`src/rtl/order_ingress_arbiter.sv`:
```
// Two-requester order ingress: per-source FIFOs feeding one engine port.
// Define ARB_STRICT_PRIO_EN to give the strategy FIFO strict priority.
module order_ingress_arbiter #(
   parameter  int DEPTH = 4,
   localparam int LW    = $clog2(DEPTH) + 1
) (
   input  logic          clk,
   input  logic          rst_n,
   input  logic          udp_valid,
   input  logic [31:0]   udp_data,
   output logic          udp_ready,
   input  logic          strat_valid,
   input  logic [31:0]   strat_data,
   output logic          strat_ready,
   output logic          eng_valid,
   output logic [31:0]   eng_data,
   input  logic          engine_busy,
   output logic [LW-1:0] udp_level,
   output logic [LW-1:0] strat_level,
   output logic [15:0]   issued_cnt,
   output logic          last_src
);

   localparam int AW = $clog2(DEPTH);

   typedef enum logic [1:0] {
      IDLE,
      ISSUE,
      GUARD,
      WAIT
   } state_t;

   state_t         state_q;
   logic [31:0]    mem_q [2][DEPTH];
   logic [AW-1:0]  wp_q [2];
   logic [AW-1:0]  rp_q [2];
   logic [LW-1:0]  lvl_q [2];
   logic [LW-1:0]  lvl_d [2];
   logic [1:0]     ready_q;
   logic [1:0]     in_valid;
   logic [31:0]    in_data [2];
   logic [1:0]     push;
   logic [1:0]     pop;
   logic [1:0]     nempty;
   logic           go;
   logic           sel;
   logic           eng_valid_q;
   logic [31:0]    eng_data_q;
   logic [15:0]    issued_q;
   logic           last_src_q;
`ifndef ARB_STRICT_PRIO_EN
   logic           rr_q;
`endif

   assign in_valid   = {strat_valid, udp_valid};
   assign in_data[0] = udp_data;
   assign in_data[1] = strat_data;

   always_comb begin
      for (int i = 0; i < 2; i++) begin
         push[i]  = in_valid[i] & ready_q[i];
         nempty[i] = (lvl_q[i] != '0);
      end
   end

   assign go = (state_q == IDLE) && !engine_busy && (|nempty);

   // Index 0 is UDP, index 1 is strategy.
   always_comb begin
`ifdef ARB_STRICT_PRIO_EN
      sel = nempty[1];
`else
      if (&nempty) sel = ~rr_q;
      else         sel = nempty[1];
`endif
   end

   always_comb begin
      pop = 2'b00;
      if (go) pop[sel] = 1'b1;
      for (int i = 0; i < 2; i++) begin
         lvl_d[i] = lvl_q[i] + LW'(push[i]) - LW'(pop[i]);
      end
   end

   always_ff @(posedge clk) begin
      for (int i = 0; i < 2; i++) begin
         if (push[i]) mem_q[i][wp_q[i]] <= in_data[i];
      end
   end

   // Ready is a registered look-ahead, so a full FIFO never takes a push.
   always_ff @(posedge clk or negedge rst_n) begin
      if (!rst_n) begin
         for (int i = 0; i < 2; i++) begin
            wp_q[i]  <= '0;
            rp_q[i]  <= '0;
            lvl_q[i] <= '0;
         end
         ready_q <= 2'b00;
      end else begin
         for (int i = 0; i < 2; i++) begin
            if (push[i]) wp_q[i] <= wp_q[i] + 1'b1;
            if (pop[i])  rp_q[i] <= rp_q[i] + 1'b1;
            lvl_q[i]   <= lvl_d[i];
            ready_q[i] <= (lvl_d[i] < LW'(DEPTH));
         end
      end
   end

   always_ff @(posedge clk or negedge rst_n) begin
      if (!rst_n) begin
         state_q     <= IDLE;
         eng_valid_q <= 1'b0;
         eng_data_q  <= '0;
         issued_q    <= '0;
         last_src_q  <= 1'b0;
`ifndef ARB_STRICT_PRIO_EN
         rr_q        <= 1'b1;
`endif
      end else begin
         eng_valid_q <= 1'b0;
         unique case (state_q)
            IDLE: begin
               if (go) begin
                  eng_valid_q <= 1'b1;
                  eng_data_q  <= mem_q[sel][rp_q[sel]];
                  issued_q    <= issued_q + 16'd1;
                  last_src_q  <= sel;
`ifndef ARB_STRICT_PRIO_EN
                  rr_q        <= sel;
`endif
                  state_q     <= ISSUE;
               end
            end
            ISSUE: state_q <= GUARD;
            // Engine busy is registered, so it is not yet valid here.
            GUARD: state_q <= WAIT;
            WAIT: begin
               if (!engine_busy) state_q <= IDLE;
            end
            default: state_q <= IDLE;
         endcase
      end
   end

   assign udp_ready   = ready_q[0];
   assign strat_ready = ready_q[1];
   assign udp_level   = lvl_q[0];
   assign strat_level = lvl_q[1];
   assign eng_valid   = eng_valid_q;
   assign eng_data    = eng_data_q;
   assign issued_cnt  = issued_q;
   assign last_src    = last_src_q;

endmodule
```
`config.mk`:
```
export PLATFORM = sky130hd
export DESIGN_NAME = order_ingress_arbiter
export DESIGN_NICKNAME = d
export VERILOG_FILES = /design/src/rtl/order_ingress_arbiter.sv
export SDC_FILE = /design/constraint.sdc
export NUM_CORES = 1
export LEC_CHECK = 0
export CAP_MARGIN = 30
export CORE_ASPECT_RATIO = 0.75
export CORE_UTILIZATION = 35
export CTS_CLUSTER_DIAMETER = 50
export DETAILED_ROUTE_END_ITERATION = 10
export PLACE_DENSITY = 0.51
export SLEW_MARGIN = 20
export SYNTH_ARGS = -nofsm -noshare
export SYNTH_HDL_FRONTEND = slang
export SYNTH_SLANG_ARGS = --single-unit
```
`constraint.sdc`:
```
create_clock -name clk -period 3.5 [get_ports clk]
set_input_delay 1.05 -clock clk [delete_from_list [all_inputs] [get_ports clk]]
set_output_delay 1.05 -clock clk [all_outputs]
set_load 0.01 [all_outputs]
```
==> results of run 1 <==
==> placed cells by master, fill, tap and decap left out, types with 2 or more instances in the layout <==
master           instances
a31oi_1                 32
inv_1                   16
mux4_2                  64
clkinv_1                 8
inv_6                    4
mux2_2                   3
fa_1                     2
dfrtp_2                  2
nand4_1                  6
clkdlybuf4s50_1        125
clkbuf_1                10
and3_1                  13
ha_1                    17
xor2_1                   3
clkinv_2                 2
edfxtp_1               256
xnor2_1                 22
nand2_1                 77
clkbuf_16               37
dfrtp_1                 66
nor2_1                  34
nand3_1                  8
buf_4                   20
diode_2                  2
clkinv_4                 2
==> Yosys cell counts, drive strengths merged, types with 8 or more instances <==
cell type    n  area (um^2)
edfxtp     256         7690
and3        13         81.3
clkbuf       8         30.0
nand3        8         40.0
dfrtp       68         1700
a31oi       32          200
xnor2       22          193
nor2        34          128
ha          17          213
nand2       77          289
buf         24          145
mux4        64         1440
inv         17         63.8
==> final timing paths <==
| kind | slack [ns] | endpoint | start | cells after the start |
|---|---|---|---|---|
| max in group asynchronous | 2.43 | rp_q[0]$_DFFE_PN0P_ | rst_n | 2 |
| min reg2reg | 0.49 | issued_cnt[15]$_DFFE_PN0P_ | issued_cnt[15]$_DFFE_PN0P_ | 1 |
| min | 0.49 | issued_cnt[15]$_DFFE_PN0P_ | issued_cnt[15]$_DFFE_PN0P_ | 1 |
| max | 0.47 | udp_level[2]$_DFF_PN0_ | engine_busy | 12 |
| max reg2reg | 0.83 | udp_level[2]$_DFF_PN0_ | state_q[0]$_DFFE_PN0P_ | 13 |
| min in group asynchronous | 0.50 | eng_data[25]$_DFFE_PN0P_ | rst_n | 1 |
==> sequential cells by signal, summed over array words and instances (netlist names) <==
name	count
last_src	1
rr_q	1
ready_q	2
issued_cnt	16
rp_q	4
strat_level	3
mem_q	256
eng_valid	1
state_q	2
udp_level	3
wp_q	4
eng_data	32
==> metrics by stage <==
stage / hold WS (ns) / instance area [um^2] / total power, mW / cells / TNS (ns)
4_1_cts: 0.496 / 15400 / 13.0 / 1302 / 0
5_1_grt: 0.515 / 15400 / 13.5 / 1303 / 0
3_3_place_gp: 0.464 / 14300 / 9.32 / 1237 / 0
6_report: 0.488 / 15400 / 12.7 / 1305 / 0
2_1_floorplan: 0.466 / 12500 / 7.84 / 667 / 0
3_5_place_dp: 0.484 / 14300 / 9.45 / 1237 / -0.0543
==> cells by family (layout without fill, tap and decap cells) <==
logic type / Yosys count / in the layout / synth area share, %
other cells: 0 / 2 / 0
flops: 325 / 325 / 75.2
buf+inv: 49 / 228 / 1.91
fa+ha+maj: 19 / 19 / 2.02
mux: 68 / 68 / 11.9
simple gates: 144 / 144 / 5.07
xor+xnor: 25 / 25 / 1.75
compound gates: 37 / 37 / 2.18
==> routing by layer <==
metal / global-route usage (%) / up-vias / wire, um
li1: - / 2883 / -
met1: 19.2 / 3303 / 11000
met2: 25.3 / 142 / 13200
met3: 3.74 / 55 / 1670
met4: 4.44 / 6 / 590
met5: 0 / - / 41
==> critical path, stage by stage <==
cell,delay (ns)
clkdlybuf4s50_1,0.45
nand2b_1,0.22
a21o_4,0.23
nor2_1,0.17
ha_1,0.26
inv_1,0.06
ha_1,0.13
inv_1,0.05
fa_1,0.37
xnor2_1,0.19
xor2_1,0.21
inv_1,0.05
==> power by group <==
group | total (mW) | switching [mW] | internal [mW]
clock network | 3.50 | 1.47 | 2.03
registers | 5.57 | 0.576 | 4.99
logic | 3.64 | 1.85 | 1.79
==> layout make-up <==
| type | count | share of cell area (%) |
|---|---|---|
| sequential | 325 | 61.0 |
| multi-input combinational | 293 | 18.6 |
| timing repair buffer | 146 | 9.21 |
| clock buffer | 47 | 6.24 |
| tap | 457 | 3.70 |
| clock inverter | 18 | 0.843 |
| inverter | 17 | 0.413 |
| antenna | 2 | 0.0324 |
==> summary.txt, run 1 <==
Status
  – Outcome: complete, but fails checks
  – Failing checks: DRC

Route
  – First-pass DRT Iterations: 7
  – Detail Route Antenna Nets: 0
  – WL/cell: 20.4 um
  – DR vias/cell: 4.90
  – Residual DRC count: 26
  – DR iter-0 viols: 460
  – Drt total wl: 26600 um
  – Total vias in the final route: 6389

Cells and area
  – Final core utilization: 44.2%
  – Share of layout cells above drive strength 1: 17.1%
  – Area of the multi-input gates: 0.00286 mm^2
  – FF+latch area: 0.00942 mm^2
  – Filler cells: 3016
  – Final nets: 907
  – Area delta synth->final: 23.3%

Setup path
  – Crit Path Class: in -> reg
  – Arrival @ worst endpoint: 3.43 ns
  – CP Data Required Time: 3.90 ns
  – CP Capture Type: flip-flop
  – Crit path launch type: input pin
  – Crit path max fanout: 6

Yosys
  – Syn avg cell area: 18.8 um^2
  – Syn Nets: 755
  – Post-synth EDFFs: 256
  – Cell variety after synth: 34
  – Syn. warnings: 0
  – Top FF cell, synth: edfxtp_1
  – Synth async-reset ratio: 21.2%
  – Sequential area share after synthesis: 75.2%
  – Yosys reg bits: 325
  – Mapped cell area: 0.0125 mm^2
  – Gate Count Post-Synth: 667

GRT
  – Initial antenna violation count: 4
  – Total global-route track usage: 15.0%
  – Global-route wire length before repair: 40800 um
  – Largest net degree at the start of global routing: 75
  – GRT overflow: 0
  – Number of global-route vias before repair: 6849

Floorplanning
  – I/O pins: 127
  – Width of the chip: 220 um
  – Initial Util: 35.9%
  – Core ar.: 0.0349 mm^2
  – Die area: 0.0365 mm^2
  – Die H: 166 um
  – FP Rows: 59

Placed design
  – Hpwl dp: 17100 um
  – IO buf count: 126
  – DP Worst Slack: -0.0543 ns
  – Routability Congestion: 0.791

Clocking
  – CTS hold repair buffers: 0
  – PostCTS Resize Cnt: 0
  – CTS Buffer Depth: 3
  – H-tree lvl count: 2
  – Clk root buf: clkbuf_16
  – CTS tree: done
  – # Post-CTS Setup Buffers: 0
  – Clock transition at path regs: 0.05 ns
  – Num CTS Buffers: 36
  – Worst skew pair latency: 0.52 ns
  – Clock sink count: 325

Run
  – Max-cap violation count: 0

STA
  – Final worst-path cycle share: 86.5%
  – Slew Limit Fails: 0
  – Final min period: 3.03 ns
  – Rel. slew slack: 50.9%
  – RSZ-0062 raised after global routing: false
  – Final setup viols: 0
  – F_max: 0.330 GHz
  – Hold Vio Cnt, Final: 0
  – Fin worst setup slack: 0.471 ns
  – Final worst clock skew: 0.0125 ns
  – Worst Tran Pin Value: 0.737 ns

Power and ir drop
  – Leak Pwr: 5.38 nW
  – PwrDens: 824 mW/mm^2
  – Peak supply drop: 0.435 mV

Hold path
  – HP Class: reg -> reg
No activity file was read; power rests on OpenSTA's default activity.
==> inputs of run 2 (changes only) <==
--- a/config.mk
+++ b/config.mk
@@ -5,12 +5,13 @@
 export SDC_FILE = /design/constraint.sdc
 export NUM_CORES = 1
 export LEC_CHECK = 0
+export ABC_AREA = 1
 export CAP_MARGIN = 30
 export CORE_ASPECT_RATIO = 0.75
 export CORE_UTILIZATION = 35
 export CTS_CLUSTER_DIAMETER = 50
 export DETAILED_ROUTE_END_ITERATION = 10
-export PLACE_DENSITY = 0.51
+export PLACE_DENSITY = 0.5
 export SLEW_MARGIN = 20
 export SYNTH_ARGS = -nofsm -noshare
 export SYNTH_HDL_FRONTEND = slang
==> run 2 against run 1 <==
- the run now ends clean
- synthesized cell count increased by 100%
- critical path depth down 2
- clock-buffer cell count up 3
- hold slack worse by 0.019 ns
- total power rose by 23%
- largest cell class unchanged
- largest power group is now combinational cells
- highest routed layer is now met4
==> summary.txt, run 2 <==
STA
  – RSZ-0062 raised after global routing: false
  – Worst Tran Pin Value: 0.967 ns
  – Final worst-path cycle share: 86.6%
  – Rel. slew slack: 35.6%
  – Setup TNS: 0 ns
  – Final min period: 3.03 ns
  – Slew Limit Fails: 0
  – F_max: 0.330 GHz
  – Final worst clock skew: 0.0158 ns
  – Final setup viols: 0
  – Fin worst setup slack: 0.468 ns
  – Hold Vio Cnt, Final: 0
  – Hold WS: 0.468 ns

Route
  – Total vias in the final route: 9552
  – Drt total wl: 36200 um
  – DR vias/cell: 4.76
  – WL/cell: 18.0 um
  – Detail Route Antenna Nets: 0
  – DR iter-0 viols: 648
  – First-pass DRT Iterations: 5
  – Residual DRC count: 0

Placed design
  – DP Worst Slack: 0.260 ns
  – Hpwl dp: 20800 um
  – IO buf count: 126
  – Area after DPL: 0.0158 mm^2
  – Inst Count DP: 1940
  – Routability Congestion: 0.748

Clocking
  – CTS hold repair buffers: 0
  – Clk root buf: clkbuf_16
  – H-tree lvl count: 2
  – CTS tree: done
  – PostCTS Resize Cnt: 0
  – CTS Buffer Depth: 3
  – # Post-CTS Setup Buffers: 0
  – Clock sink count: 325
  – Clock transition at path regs: 0.06 ns
  – Worst skew pair latency: 0.54 ns
  – Num CTS Buffers: 37

Yosys
  – Syn avg cell area: 10.4 um^2
  – Synth async-reset ratio: 21.2%
  – Yosys reg bits: 325
  – Gate Count Post-Synth: 1344
  – Top FF cell, synth: edfxtp_1
  – Sequential area share after synthesis: 67.6%
  – Post-synth EDFFs: 256
  – Dominant cells by area after synthesis: edfxtp_1 (55%), nand2_1 (18%), dfrtp_1 (12%)
  – Yosys top cell area share: 55.2%
  – Syn. warnings: 0
  – Syn Nets: 1432
  – Cell variety after synth: 27
  – Area leader, netlist: edfxtp_1
  – Synth cell count leaders: nand2_1 (675), edfxtp_1 (256), nand3_1 (134)
  – Cell with the most instances after synthesis: nand2_1
  – Mapped cell area: 0.0139 mm^2

Setup path
  – Crit path launch type: flip-flop
  – CP Capture Type: flip-flop
  – Critical path, cell by cell: nor2_1, nand2_2, nand2_4, nand2_4, o21ai_4, inv_2, nand2_1, nand2_1, nand2_1, nand2_1
  – Worst path depth: 10
  – Arrival @ worst endpoint: 3.45 ns
  – CP bufs+invs: 1
  – R2R depth: 10
  – R2R setup slack: 0.47 ns
  – Crit Path Class: reg -> reg
  – Crit path max fanout: 34
  – Critical path's largest stage delay: 0.66 ns
  – Crit-path most repeated cell: nand2_1
  – Crit path from: udp_level[1]$_DFF_PN0_
  – Crit Reg-Reg Endpoint: eng_data[2]$_DFFE_PN0P_
  – CP max-delay cell: o21ai_4
  – CP Data Required Time: 3.92 ns
  – Crit path capture: eng_data[2]$_DFFE_PN0P_
  – Critical R2R Launch: udp_level[1]$_DFF_PN0_
  – Crit path max-delay family: simple AND/OR/NAND/NOR gates

GRT
  – Number of global-route vias before repair: 9551
  – Global-route wire length before repair: 56300 um
  – Largest net degree at the start of global routing: 101
  – Initial antenna violation count: 0
  – Total global-route track usage: 18.3%
  – GRT overflow: 0

Cells and area
  – Final nets: 1555
  – Non-Filler Instances: 2007
  – ANT cells: 0
  – Share of layout cells above drive strength 1: 7.09%
  – Largest register FFs: 256
  – Most common cell after layout, fill and taps aside: nand2_1
  – Area delta synth->final: 22.3%
  – Post-route cell area: 0.0170 mm^2
  – Final core utilization: 44.0%
  – Most frequent cells in the layout: nand2_1 (675), edfxtp_1 (256), nand3_1 (134)

Power and ir drop
  – PwrDens: 917 mW/mm^2
  – Peak supply drop: 0.783 mV
  – Leak Pwr: 7.21 nW
  – Overall power: 15.6 mW

Floorplanning
  – Initial Util: 36.0%
  – Width of the chip: 232 um
  – Die area: 0.0406 mm^2
  – FP Rows: 62
  – Die H: 175 um
  – I/O pins: 127
  – Core ar.: 0.0387 mm^2

Run
  – Max-cap violation count: 0

Hold path
  – HP Class: reg -> reg

Status
  – Outcome: finished, final reports clean
-- run 2: cell types whose count changed in the layout (fill, tap and decap cells not counted), moves of 13 or more --
cell,previous run,this run
xor2_1,3,18
nand2_1,77,675
and3_1,13,0
inv_1,16,37
nor2_1,34,19
nand3_1,8,134
mux4_2,64,0
a31oi_1,32,0
xnor2_1,22,6
-- run 2: routing by layer --
layer | vias up | global-route usage (%) | wire [um]
li1 | 4663 | - | -
met1 | 4598 | 26.9 | 17800
met2 | 238 | 28.3 | 15900
met3 | 53 | 2.77 | 1770
met4 | 0 | 4.63 | 652
met5 | - | 0 | 0
-- run 2: how the worst min path moves through the flow --
| stage | startpoint | end | slack [ns] | cells past startpoint |
|---|---|---|---|---|
| 2_1_floorplan | rp_q[1]$_DFFE_PN0P_ | rp_q[1]$_DFFE_PN0P_ | 0.44 | 1 |
| 3_3_place_gp | rp_q[1]$_DFFE_PN0P_ | rp_q[1]$_DFFE_PN0P_ | 0.46 | 1 |
| 3_5_place_dp | rp_q[1]$_DFFE_PN0P_ | rp_q[1]$_DFFE_PN0P_ | 0.46 | 1 |
| 4_1_cts | rp_q[1]$_DFFE_PN0P_ | rp_q[1]$_DFFE_PN0P_ | 0.47 | 1 |
| 5_1_grt | rp_q[1]$_DFFE_PN0P_ | rp_q[1]$_DFFE_PN0P_ | 0.47 | 1 |
| 6_report | rp_q[1]$_DFFE_PN0P_ | rp_q[1]$_DFFE_PN0P_ | 0.47 | 1 |
-- run 2: cell type report --
| cell class | instances | area [um^2] |
|---|---|---|
| Clock buffer | 50 | 1060 |
| Clock inverter | 17 | 134 |
| Fill cell | 3700 | 21700 |
| Inverter | 40 | 150 |
| Multi-Input combinational cell | 910 | 4050 |
| Sequential cell | 325 | 9420 |
| Tap cell | 512 | 641 |
| Timing Repair Buffer | 153 | 1590 |
-- run 2: power breakdown --
group / switching [mW] / internal [mW]
Combinational: 4.37 / 2.14
Clock: 1.59 / 2.21
Sequential: 0.357 / 4.96
-- run 2: kinds of logic (layout without fill, tap and decap cells) --
group,count (synthesis),after routing,share of synthesized area [%]
AO/OA/AOI/OAI,12,12,0.539
XOR/XNOR,24,24,1.51
AND/OR/NAND/NOR,855,855,24.7
adder cells (fa/ha/maj),19,19,1.82
buffers and inverters,109,260,3.79
flip-flops,325,325,67.6
==> inputs of run 3 (changes only) <==
--- a/config.mk
+++ b/config.mk
@@ -9,6 +9,7 @@
 export CAP_MARGIN = 30
 export CORE_ASPECT_RATIO = 0.75
 export CORE_UTILIZATION = 35
+export CTS_BUF_LIST = sky130_fd_sc_hd__clkbuf_16
 export CTS_CLUSTER_DIAMETER = 50
 export DETAILED_ROUTE_END_ITERATION = 10
 export PLACE_DENSITY = 0.5
==> run 3 against run 2 <==
- final cell count stayed put
- critical path depth unchanged
- sequential power about the same
- sequential share of layout area rose by 0.13 points
- clock-buffer cell count shrank 11
- critical path type unchanged
- combinational power hardly changed
- sequential cell count unchanged
- register-to-register slack hardly changed
==> summary.txt, run 3 (synthesis results as in run 2) <==
Status
  – Outcome: finished, final reports clean

STA
  – RSZ-0062 raised after global routing: false
  – Slew Limit Fails: 0
  – Final setup viols: 0
  – Final worst-path cycle share: 86.5%
  – Final min period: 3.03 ns
  – Hold WS: 0.468 ns
  – Setup TNS: 0 ns
  – Worst Tran Pin Value: 0.957 ns
  – Final worst clock skew: 0.0154 ns
  – F_max: 0.330 GHz
  – Rel. slew slack: 36.2%
  – Hold Vio Cnt, Final: 0

Route
  – Total vias in the final route: 9544
  – DR vias/cell: 4.76
  – First-pass DRT Iterations: 7
  – Drt total wl: 36300 um
  – Detail Route Antenna Nets: 0
  – DR iter-0 viols: 615
  – WL/cell: 18.1 um
  – Residual DRC count: 0

Clocking
  – # Post-CTS Setup Buffers: 0
  – Num CTS Buffers: 37
  – Worst skew pair latency: 0.54 ns
  – CTS Buffer Depth: 3
  – PostCTS Resize Cnt: 0
  – H-tree lvl count: 2
  – CTS tree: done
  – Clock sink count: 325
  – CTS hold repair buffers: 0
  – Clock transition at path regs: 0.06 ns
  – Clk root buf: clkbuf_16

Cells and area
  – Final nets: 1555
  – ANT cells: 0
  – Final core utilization: 43.9%
  – Post-route cell area: 0.0170 mm^2
  – Most common cell after layout, fill and taps aside: nand2_1
  – Largest register FFs: 256
  – Non-Filler Instances: 2007
  – Share of layout cells above drive strength 1: 6.82%
  – Area delta synth->final: 22.0%
  – Most frequent cells in the layout: nand2_1 (675), edfxtp_1 (256), nand3_1 (134)
  – Filler cells: 3698

Placed design
  – Hpwl dp: 20800 um
  – Routability Congestion: 0.748
  – Area after DPL: 0.0158 mm^2
  – IO buf count: 126
  – Inst Count DP: 1940

Setup path
  – CP Data Required Time: 3.92 ns
  – CP Capture Type: flip-flop
  – R2R setup slack: 0.47 ns
  – Critical path, cell by cell: nor2_1, nand2_2, nand2_4, nand2_4, o21ai_4, inv_2, nand2_1, nand2_1, nand2_1, nand2_1
  – Critical R2R Launch: udp_level[1]$_DFF_PN0_
  – Arrival @ worst endpoint: 3.45 ns
  – Crit path from: udp_level[1]$_DFF_PN0_
  – Crit Path Class: reg -> reg
  – Critical path's largest stage delay: 0.66 ns
  – R2R depth: 10
  – Crit Reg-Reg Endpoint: eng_data[2]$_DFFE_PN0P_
  – Crit path launch type: flip-flop
  – Crit path max fanout: 34
  – Crit-path most repeated cell: nand2_1
  – CP max-delay cell: o21ai_4

Hold path
  – Min-delay src: rp_q[1]$_DFFE_PN0P_
  – HP Class: reg -> reg
  – Worst Hold Depth: 1
  – Hold worst-path end: rp_q[1]$_DFFE_PN0P_

GRT
  – GR Util met1: 26.8%
  – Largest net degree at the start of global routing: 101
  – Total global-route track usage: 18.3%
  – GRT overflow: 0
  – GR Layer Usage met2: 28.4%
  – Number of global-route vias before repair: 9563
  – Initial antenna violation count: 0
  – GRT busiest layer: met2
  – GR Layer Usage met3: 2.82%
  – Global-route wire length before repair: 56300 um

Floorplanning
  – Initial Util: 36.0%
  – Width of the chip: 232 um
  – Die area: 0.0406 mm^2
  – I/O pins: 127
  – FP Rows: 62
  – Die H: 175 um
  – Core ar.: 0.0387 mm^2

Power and ir drop
  – Leak Pwr: 7.21 nW
  – Clock network fraction of design power: 23.8%
  – Combinational power share: 42.0%
  – Sequential fraction of design power: 34.2%
  – PwrDens: 914 mW/mm^2
  – Switching power of the nets: 6.32 mW
  – Switching share of power: 40.7%
  – Int Pwr: 9.20 mW
  – Peak supply drop: 0.783 mV

Run
  – Max-cap violation count: 0
[run 3: cell types whose count changed in the layout (fill, tap and decap cells not counted)]
| cell | before | now |
|---|---|---|
| clkbuf_8 | 4 | 0 |
| inv_1 | 37 | 44 |
| clkbuf_1 | 7 | 0 |
| clkinv_1 | 4 | 8 |
[run 3: cell type report]
type / count / area, um^2 / share of cell area (%)
tap: 512 / 641 / 3.77
inverter: 40 / 150 / 0.884
timing repair buffer: 153 / 1590 / 9.34
sequential: 325 / 9420 / 55.4
clock inverter: 28 / 175 / 1.03
multi-input combinational: 910 / 4050 / 23.8
clock buffer: 39 / 976 / 5.74
[run 3: critical path: cells and delay by family (launching register included)]
| family | cells | cell delay [ns] |
|---|---|---|
| AOI/OAI and AO/OA | 1 | 0.66 |
| buffers and inverters | 1 | 0.55 |
| and+or+nand+nor | 8 | 1.25 |
| DFF | 1 | 0.43 |
[run 3: layer usage]
| layer | part of all wire (%) | wire [um] |
|---|---|---|
| met1 | 49 | 17900 |
| met2 | 44 | 16000 |
| met3 | 4.9 | 1780 |
| met4 | 1.7 | 628 |
| met5 | 0 | 0 |
[run 3: worst max path at each step]
| stage | endpoint |
|---|---|
| 2_1_floorplan | mem_q[0][0]$_DFFE_PP_ |
| 3_5_place_dp | ready_q[1]$_DFF_PN0_ |
| 3_3_place_gp | ready_q[1]$_DFF_PN0_ |
| 6_report | eng_data[2]$_DFFE_PN0P_ |
| 5_1_grt | eng_data[6]$_DFFE_PN0P_ |
| 4_1_cts | eng_data[9]$_DFFE_PN0P_ |
[run 3: metrics by stage]
step / setup slack [ns] / total power [mW]
floorplan: 0.492 / 9.74
global placement: 0.253 / 12.0
detailed placement: 0.260 / 12.0
CTS: 0.433 / 15.7
global route: 0.218 / 16.8
finish: 0.472 / 15.5
[run 3: power by group through the flow]
stage | registers, mW | logic (mW) | clock network, mW
2_1_floorplan | 5.41 | 4.33 | 0
4_1_cts | 5.32 | 6.62 | 3.79
6_report | 5.31 | 6.51 | 3.70
3_5_place_dp | 5.40 | 6.59 | 0
5_1_grt | 5.39 | 7.46 | 3.92
3_3_place_gp | 5.39 | 6.57 | 0
